`src/rtl/gbpt_update_scheduler_if.sv`:
```
// Commit/fetch/gbpt-side signal bundle of the gbpt update scheduler.
// The master modport is the environment (commit, fetch, gbpt). The slave modport is the scheduler.
interface gbpt_update_scheduler_if;
   logic        enq_valid;
   logic        enq_ready;
   logic [37:0] enq_pc38;
   logic [8:0]  enq_gh;
   logic        enq_taken;
   logic        fetch_read_req_valid;
   logic        fetch_read_stall;
   logic        gbpt_read_req_valid;
   logic        update_valid;
   logic [37:0] update_pc38;
   logic [8:0]  update_gh;
   logic        update_taken;

   modport master (
      output enq_valid, enq_pc38, enq_gh, enq_taken, fetch_read_req_valid,
      input  enq_ready, fetch_read_stall, gbpt_read_req_valid,
      input  update_valid, update_pc38, update_gh, update_taken
   );

   modport slave (
      input  enq_valid, enq_pc38, enq_gh, enq_taken, fetch_read_req_valid,
      output enq_ready, fetch_read_stall, gbpt_read_req_valid,
      output update_valid, update_pc38, update_gh, update_taken
   );
endinterface

```
`src/rtl/gbpt_update_scheduler.sv`:
```
// Queues committed branch outcomes and drains them into the single-ported gbpt banks in cycles
// that fetch does not use, stealing a fetch read cycle on starvation or queue-full back-pressure.
module gbpt_update_scheduler #(
   parameter int unsigned DEPTH      = 4,
   parameter int unsigned STARVE_MAX = 8
) (
   input logic                     CLK,
   input logic                     nRST,
   gbpt_update_scheduler_if.slave  bus
);

   localparam int unsigned AW = (DEPTH > 1) ? $clog2(DEPTH) : 1;
   localparam int unsigned CW = $clog2(STARVE_MAX + 1);
   localparam logic [CW-1:0] STARVE_LIM = CW'(STARVE_MAX);

   typedef logic [AW:0] ptr_t;
   typedef struct packed {
      logic [37:0] pc38;
      logic [8:0]  gh;
      logic        taken;
   } entry_t;

   entry_t        mem [DEPTH];
   ptr_t          head;
   ptr_t          tail;
   logic [CW-1:0] starve_cnt;
   entry_t        upd_entry;
   logic          upd_valid;

   logic empty;
   logic full;
   logic enq_fire;
   logic force_drain;
   logic drain;

   // Pointers carry an extra wrap bit so full and empty are distinguishable.
   assign empty       = (head == tail);
   assign full        = (head[AW-1:0] == tail[AW-1:0]) && (head[AW] != tail[AW]);
   assign enq_fire    = bus.enq_valid && !full;
   assign force_drain = !empty && ((starve_cnt == STARVE_LIM) || (full && bus.enq_valid));
   assign drain       = !empty && (!bus.fetch_read_req_valid || force_drain);

   assign bus.enq_ready           = !full;
   assign bus.gbpt_read_req_valid = bus.fetch_read_req_valid && !force_drain;
   assign bus.fetch_read_stall    = bus.fetch_read_req_valid && force_drain;
   assign bus.update_valid        = upd_valid;
   assign bus.update_pc38         = upd_entry.pc38;
   assign bus.update_gh           = upd_entry.gh;
   assign bus.update_taken        = upd_entry.taken;

   // Storage needs no reset: occupancy is defined by the pointers alone.
   always_ff @(posedge CLK) begin
      if (enq_fire) begin
         mem[tail[AW-1:0]] <= '{pc38: bus.enq_pc38, gh: bus.enq_gh, taken: bus.enq_taken};
      end
   end

   always_ff @(posedge CLK or negedge nRST) begin
      if (!nRST) begin
         head       <= '0;
         tail       <= '0;
         starve_cnt <= '0;
         upd_valid  <= 1'b0;
         upd_entry  <= '0;
      end else begin
         if (enq_fire) begin
            tail <= tail + ptr_t'(1);
         end
         if (drain) begin
            head      <= head + ptr_t'(1);
            upd_valid <= 1'b1;
            upd_entry <= mem[head[AW-1:0]];
         end else begin
            upd_valid <= 1'b0;
         end
         if (drain || empty) begin
            starve_cnt <= '0;
         end else if (bus.fetch_read_req_valid && (starve_cnt != STARVE_LIM)) begin
            starve_cnt <= starve_cnt + CW'(1);
         end
      end
   end

endmodule

```
`src/flat_wrapper.sv`:
```
// flat-port wrapper written by rule: the top's interface ports become plain ports
module gbpt_update_scheduler_flat 
#(
   parameter int unsigned DEPTH      = 4,
   parameter int unsigned STARVE_MAX = 8
)
  (CLK, nRST, bus_enq_valid, bus_enq_pc38, bus_enq_gh, bus_enq_taken, bus_fetch_read_req_valid, bus_enq_ready, bus_fetch_read_stall, bus_gbpt_read_req_valid, bus_update_valid, bus_update_pc38, bus_update_gh, bus_update_taken);
  gbpt_update_scheduler_if bus_i ();
  input logic CLK;
  input logic nRST;
  input wire logic [$bits(bus_i.enq_valid)-1:0] bus_enq_valid;
  input wire logic [$bits(bus_i.enq_pc38)-1:0] bus_enq_pc38;
  input wire logic [$bits(bus_i.enq_gh)-1:0] bus_enq_gh;
  input wire logic [$bits(bus_i.enq_taken)-1:0] bus_enq_taken;
  input wire logic [$bits(bus_i.fetch_read_req_valid)-1:0] bus_fetch_read_req_valid;
  output wire logic [$bits(bus_i.enq_ready)-1:0] bus_enq_ready;
  output wire logic [$bits(bus_i.fetch_read_stall)-1:0] bus_fetch_read_stall;
  output wire logic [$bits(bus_i.gbpt_read_req_valid)-1:0] bus_gbpt_read_req_valid;
  output wire logic [$bits(bus_i.update_valid)-1:0] bus_update_valid;
  output wire logic [$bits(bus_i.update_pc38)-1:0] bus_update_pc38;
  output wire logic [$bits(bus_i.update_gh)-1:0] bus_update_gh;
  output wire logic [$bits(bus_i.update_taken)-1:0] bus_update_taken;
  assign bus_i.enq_valid = bus_enq_valid;
  assign bus_i.enq_pc38 = bus_enq_pc38;
  assign bus_i.enq_gh = bus_enq_gh;
  assign bus_i.enq_taken = bus_enq_taken;
  assign bus_i.fetch_read_req_valid = bus_fetch_read_req_valid;
  assign bus_enq_ready = bus_i.enq_ready;
  assign bus_fetch_read_stall = bus_i.fetch_read_stall;
  assign bus_gbpt_read_req_valid = bus_i.gbpt_read_req_valid;
  assign bus_update_valid = bus_i.update_valid;
  assign bus_update_pc38 = bus_i.update_pc38;
  assign bus_update_gh = bus_i.update_gh;
  assign bus_update_taken = bus_i.update_taken;
  gbpt_update_scheduler #(.DEPTH(DEPTH), .STARVE_MAX(STARVE_MAX)) u_core (.CLK(CLK), .nRST(nRST), .bus(bus_i));
endmodule
```
`config.mk`:
```
export PLATFORM = sky130hd
export DESIGN_NAME = gbpt_update_scheduler_flat
export DESIGN_NICKNAME = d
export VERILOG_FILES = /design/src/rtl/gbpt_update_scheduler_if.sv /design/src/rtl/gbpt_update_scheduler.sv /design/src/flat_wrapper.sv
export SDC_FILE = /design/constraint.sdc
export NUM_CORES = 1
export LEC_CHECK = 0
export CAP_MARGIN = 20
export CORE_MARGIN = 10
export CORE_UTILIZATION = 52
export CTS_CLUSTER_DIAMETER = 150
export DETAILED_ROUTE_END_ITERATION = 16
export PLACE_DENSITY = 0.76
export SETUP_SLACK_MARGIN = 0.2
export SLEW_MARGIN = 20
export SYNTH_ARGS = -nofsm -noshare
export SYNTH_HDL_FRONTEND = slang
export SYNTH_SLANG_ARGS = --single-unit
```
`constraint.sdc`:
```
create_clock -name CLK -period 6.3 [get_ports CLK]
set_input_delay 1.26 -clock CLK [delete_from_list [all_inputs] [get_ports CLK]]
set_output_delay 1.26 -clock CLK [all_outputs]
set_load 0.005 [all_outputs]
```
Yosys cells after proc, flatten, opt, wreduce, memory -nomap -nowiden
Memories as Yosys holds them, arrays and structs flattened. A register that Yosys moved wholly into a read port is not among the register bits.
Index checks and enable logic that the tools add are counted.
{ "op_classes": {"n_eq_ne": 5, "reduce_logical": 17, "muxes": 5, "add_sub_neg": 3} }
{ "op_table": {"columns": ["operator", "count"], "rows": [
  ["logical AND 1 bit", 8],
  ["2-to-1 mux 4 bit", 2],
  ["adder 3 x 1 -> 3 bit, second input constant", 2],
  ["zero test 1 bit", 5],
  ["adder 4 x 1 -> 4 bit, second input constant", 1],
  ["== test 4 bit, second input constant", 1],
  ["inequality test 4 bit, second input constant", 1],
  ["== test 3 bit", 1],
  ["logical OR 1 bit", 3],
  ["2-to-1 mux 1 bit", 3],
  ["== test 2 bit", 1],
  ["nonzero test 2 bit", 1],
  ["inequality test 1 bit", 1]
]} }
{ "totals": {"out_inout_bits": 52, "ram_bits": 192, "register_bits": 11, "in_bits": 52, "mem_count": 1, "elab_cells": 35} }
{ "mem_list": {"columns": ["name", "words", "word_bits", "read_ports", "rd_clocked_by_memory_dff", "wr", "line", "source"], "rows": [
  ["u_core.mem", 4, 48, 1, 1, 1, "gbpt_update_scheduler.sv:23", "entry_t mem [DEPTH];"]
]} }

Depth between registers and ports, before layout
{ "logic_depth": {"word_depth": 9, "mapped_depth": 8, "mapped_depth_nobuf": 6} }

Worst setup path after synthesis
No wires, ideal clock.
{ "synth_timing": {"path_kind": "input to register", "from": "input port bus_enq_valid", "to": "memory u_core.mem[3][0] (netlist name), enable pin", "setup_time_ns": 0.412, "required_time_ns": 5.888, "n_path_buf": 0, "slack_ns": 3.022, "t_arrival_ns": 2.866, "path_stages": 3, "cell_sequence": "inv_1 -> a31oi_1 -> and2_1"} }
{ "synth_between": {"elab_chain_len": 3} }
{ "synth_lines": {"columns": ["item", "line", "source"], "rows": [
  ["start, declared", "flat_wrapper.sv:11", "input wire logic [$bits(bus_i.enq_valid)-1:0] bus_enq_valid;"],
  ["logical AND 1 bit", "gbpt_update_scheduler.sv:39", "assign enq_fire = bus.enq_valid && !full;"],
  ["2-to-1 mux 1 bit", "gbpt_update_scheduler.sv:53", "if (enq_fire) begin"],
  ["2-to-1 mux 1 bit (not written as such)", "gbpt_update_scheduler.sv:54", "mem[tail[AW-1:0]] <= '{pc38: bus.enq_pc38, gh: bus.enq_gh, taken: bus.enq_taken};"],
  ["end, declared", "gbpt_update_scheduler.sv:23", null]
]} }
Every way passes these cells.

Worst setup path in the final report
{ "layout_timing": {"from": "input port bus_enq_valid", "to": "output port bus_fetch_read_stall"} }
{ "layout_between": {"elab_chain_len": 4} }
{ "layout_lines": {"columns": ["item", "line", "source"], "rows": [
  ["logical AND 1 bit", "gbpt_update_scheduler.sv:40", "assign force_drain = !empty && ((starve_cnt == STARVE_LIM) || (full && bus.enq_valid));"],
  ["logical OR 1 bit", "gbpt_update_scheduler.sv:40", null],
  ["logical AND 1 bit", "gbpt_update_scheduler.sv:40", null],
  ["logical AND 1 bit", "gbpt_update_scheduler.sv:45", "assign bus.fetch_read_stall = bus.fetch_read_req_valid && force_drain;"],
  ["end, declared", "flat_wrapper.sv:17", "output wire logic [$bits(bus_i.fetch_read_stall)-1:0] bus_fetch_read_stall;"]
]} }
Every way passes these cells.

==> run_results.csv <==
group,metric,value,unit
setup_path,worstPathArrival,2910,ps
yosys,synthFlopType,"edfxtp_1",
final_layout,design_area,0.0116,mm^2
cts,clockRootBuffer,"clkbuf_16",
setup_path,path_buf_inv,3,
yosys,synth_top_area_share,60.6,%
global_route,grt_max_degree,60,
power_and_ir_drop,power_density,516,mW/mm^2
cts,clk_pin_slew,60,ps
power_and_ir_drop,report.power.total,0.00599,W
cts,cts_buffers,25,
final_layout,drive_gt1_share,26.9,%
sta,worst_pin_slew,976,ps
sta,setup-violations-final,0,
global_route,grt_pass1_vias,4837,
sta,hold_slack,491,ps
drt,wl_met3,776,um
yosys,synth_edf_count,192,
setup_path,cpPeakStageDelay,540,ps
place,port_buffers,103,
yosys,synth_top_cell_by_area,"edfxtp_1",
setup_path,end_kind,"output pin",
place,gp_routability_congestion,0.726,
drt,drt-met1-wl,7.10,mm
sta,fmax,240,MHz
setup_path,cp.required,5040,ps
yosys,ys_seq_area_share,76.1,%
cts,clkLatencyLatePin,530,ps
floorplan,initial_core_util,53.0,%
outcome,status,"finished clean",
cts,post_cts_buffers,0,
floorplan,fp.coreArea,0.0180,mm^2
yosys,synth.most_common_cell,"edfxtp_1",
place,dp_cells,733,
cts,cts-hold-fix-buffers,0,
setup_path,critPathMaxFanout,5,
cts,cts_num_sinks,251,
sta,slew_violations,0,
power_and_ir_drop,vdd_drop_max,542,uV
sta,hold_viol_final,0,
yosys,synth_warnings,0,
drt,highest_layer,"met4",
drt,first_iter_violations,214,
yosys,ys_ff_latch,251,
yosys,synthTopCellsByCount,"edfxtp_1 (192), dfrtp_1 (59), mux2_4 (48), mux4_2 (48), clkbuf_1 (9)",
final_layout,diodes,0,
sta,rsz0062_at_grt,"no",
yosys,synthArstFlopShare,23.5,%
global_route,grt-ovfl-total,0,
drt,vias_per_cell,5.36,
drt,dr.pass1.iters,4,
sta,fin_setup_tns,0,ps
setup_path,start_kind,"input port",
yosys,ys_top_cells_by_area,"edfxtp_1 (61%), dfrtp_1 (16%), mux4_2 (11%)",
drt,wl_met2,8.58,mm
yosys,synth_cells,413,
cts,clock_path_buffers,3,
min_path,min_path_type,"reg -> reg",
yosys,syn_nets,472,
floorplan,die_w,155,um
floorplan,row_count,49,
sta,fin_worst_skew,22.7,ps
drt,route.detailed.drc,0,
cts,cts_tree,"done",
sta,fin_crit_sh,66.2,%
setup_path,critPathKind,"in -> out",
drt,wirelength,16.9,mm
run,maxCapViolCount,0,
place,place_area,0.0108,mm^2
final_layout,fin_cells,779,
drt,avgRoutedWirePerCell,21.7,um
drt,postRouteAntennaNets,0,
global_route,grt_pass1_wl,27.2,mm
floorplan,dieArea,0.0241,mm^2
place,hpwl,9.89,mm
power_and_ir_drop,cellLeakagePower,4.17,nW
floorplan,chipHeight,155,um
setup_path,cpLargestDelayFamily,"buffers and inverters",
cts,htree_levels,1,
sta,relSlewSlack,34.9,%
setup_path,path_common_cell,"clkdlybuf4s50_1",
sta,final.min_clock_period,4170,ps
final_layout,nets,590,
drt,vias,4179,
yosys,syn_area,0.00952,mm^2
final_layout,area.growth.synth_to_final,21.9,%
yosys,ys_types,26,
global_route,antenna_found_initial,0,
yosys,syn_area_per_cell,23.0,um^2
global_route,track_usage,14.4,%
setup_path,path_cells,"clkdlybuf4s50_1, inv_1, o32a_1, nor3b_1, clkdlybuf4s50_1",
floorplan,pin_count,104,
setup_path,slowest_stage,"clkdlybuf4s50_1",
cts,ctsResizeCount,0,
-- cells in the final DEF (no fill, tap or decap), types with 2 or more instances in the layout --
| cell type | count |
|---|---|
| dfrtp_1 | 57 |
| nor2_1 | 4 |
| mux4_2 | 48 |
| buf_4 | 6 |
| inv_1 | 8 |
| clkbuf_16 | 25 |
| clkbuf_8 | 2 |
| nand2_1 | 2 |
| nand3_1 | 2 |
| clkbuf_1 | 8 |
| mux2_4 | 48 |
| bufinv_16 | 3 |
| clkinv_2 | 5 |
| and2_2 | 4 |
| ha_1 | 7 |
| xor2_1 | 5 |
| edfxtp_1 | 192 |
| clkdlybuf4s50_1 | 102 |
| xnor2_1 | 6 |
-- flip-flops by register name (all words and copies together), names as in the netlist --
name	cells
u_core.bus.update_valid	1
u_core.bus.update_taken	1
u_core.starve_cnt	4
u_core.mem	192
u_core.head	3
u_core.bus.update_gh	9
u_core.tail	3
u_core.bus.update_pc38	38
-- power by group --
part / switching [W] / internal (W) / total (W)
registers: 0.000191 / 0.00231 / 0.00250
clock network: 0.000596 / 0.000887 / 0.00148
logic: 0.000817 / 0.00119 / 0.00200
total: 0.00160 / 0.00439 / 0.00599
-- through the flow --
stage               util (%)  setup slack, ps
finish                  64.6             2130
global route            64.6             2010
CTS                     64.6             2130
detailed placement      59.9             2130
global placement        59.9             2150
floorplan                  -             3020
-- path summary, 6_finish.rpt --
path / start / endpoint / slack (ps) / cells after the start
setup / recovery: bus_enq_valid / bus_fetch_read_stall / 2130 / 5
hold / removal: u_core.tail[2] / u_core.tail[2] / 490 / 1
setup reg to reg: u_core.head[1] / u_core.mem[3][39] / 3050 / 5
hold reg to reg: u_core.tail[2] / u_core.tail[2] / 490 / 1
max in group asynchronous: nRST / u_core.head[0] / 4830 / 1
min in group asynchronous: nRST / u_core.bus.update_taken / 820 / 1
-- routing by layer --
| layer | GRT usage, % | up-vias |
|---|---|---|
| li1 | - | 1889 |
| met1 | 17.6 | 2167 |
| met2 | 24.6 | 95 |
| met3 | 3.53 | 28 |
| met4 | 4.59 | 0 |
| met5 | 0 | - |
-- cells by family (layout without fill, tap and decap cells) --
kind of cell    after synthesis  after routing  share of synthesized area [%]
compound gates                6              6                          0.473
mux                          97             97                           19.1
simple gates                 15             15                          0.815
flops                       251            251                           76.1
buf+inv                      26            163                           1.63
xor+xnor                     11             11                           1.01
fa+ha+maj                     7              7                          0.920
-- final cells by class --
type	count	area, um^2
Tap cell	229	287
Clock buffer	35	683
Fill cell	1192	6360
Inverter	8	30.0
Timing Repair Buffer	109	1080
Multi-Input combinational cell	136	2130
Sequential cell	251	7250
Clock inverter	11	148
No activity file was read; power rests on OpenSTA's default activity.
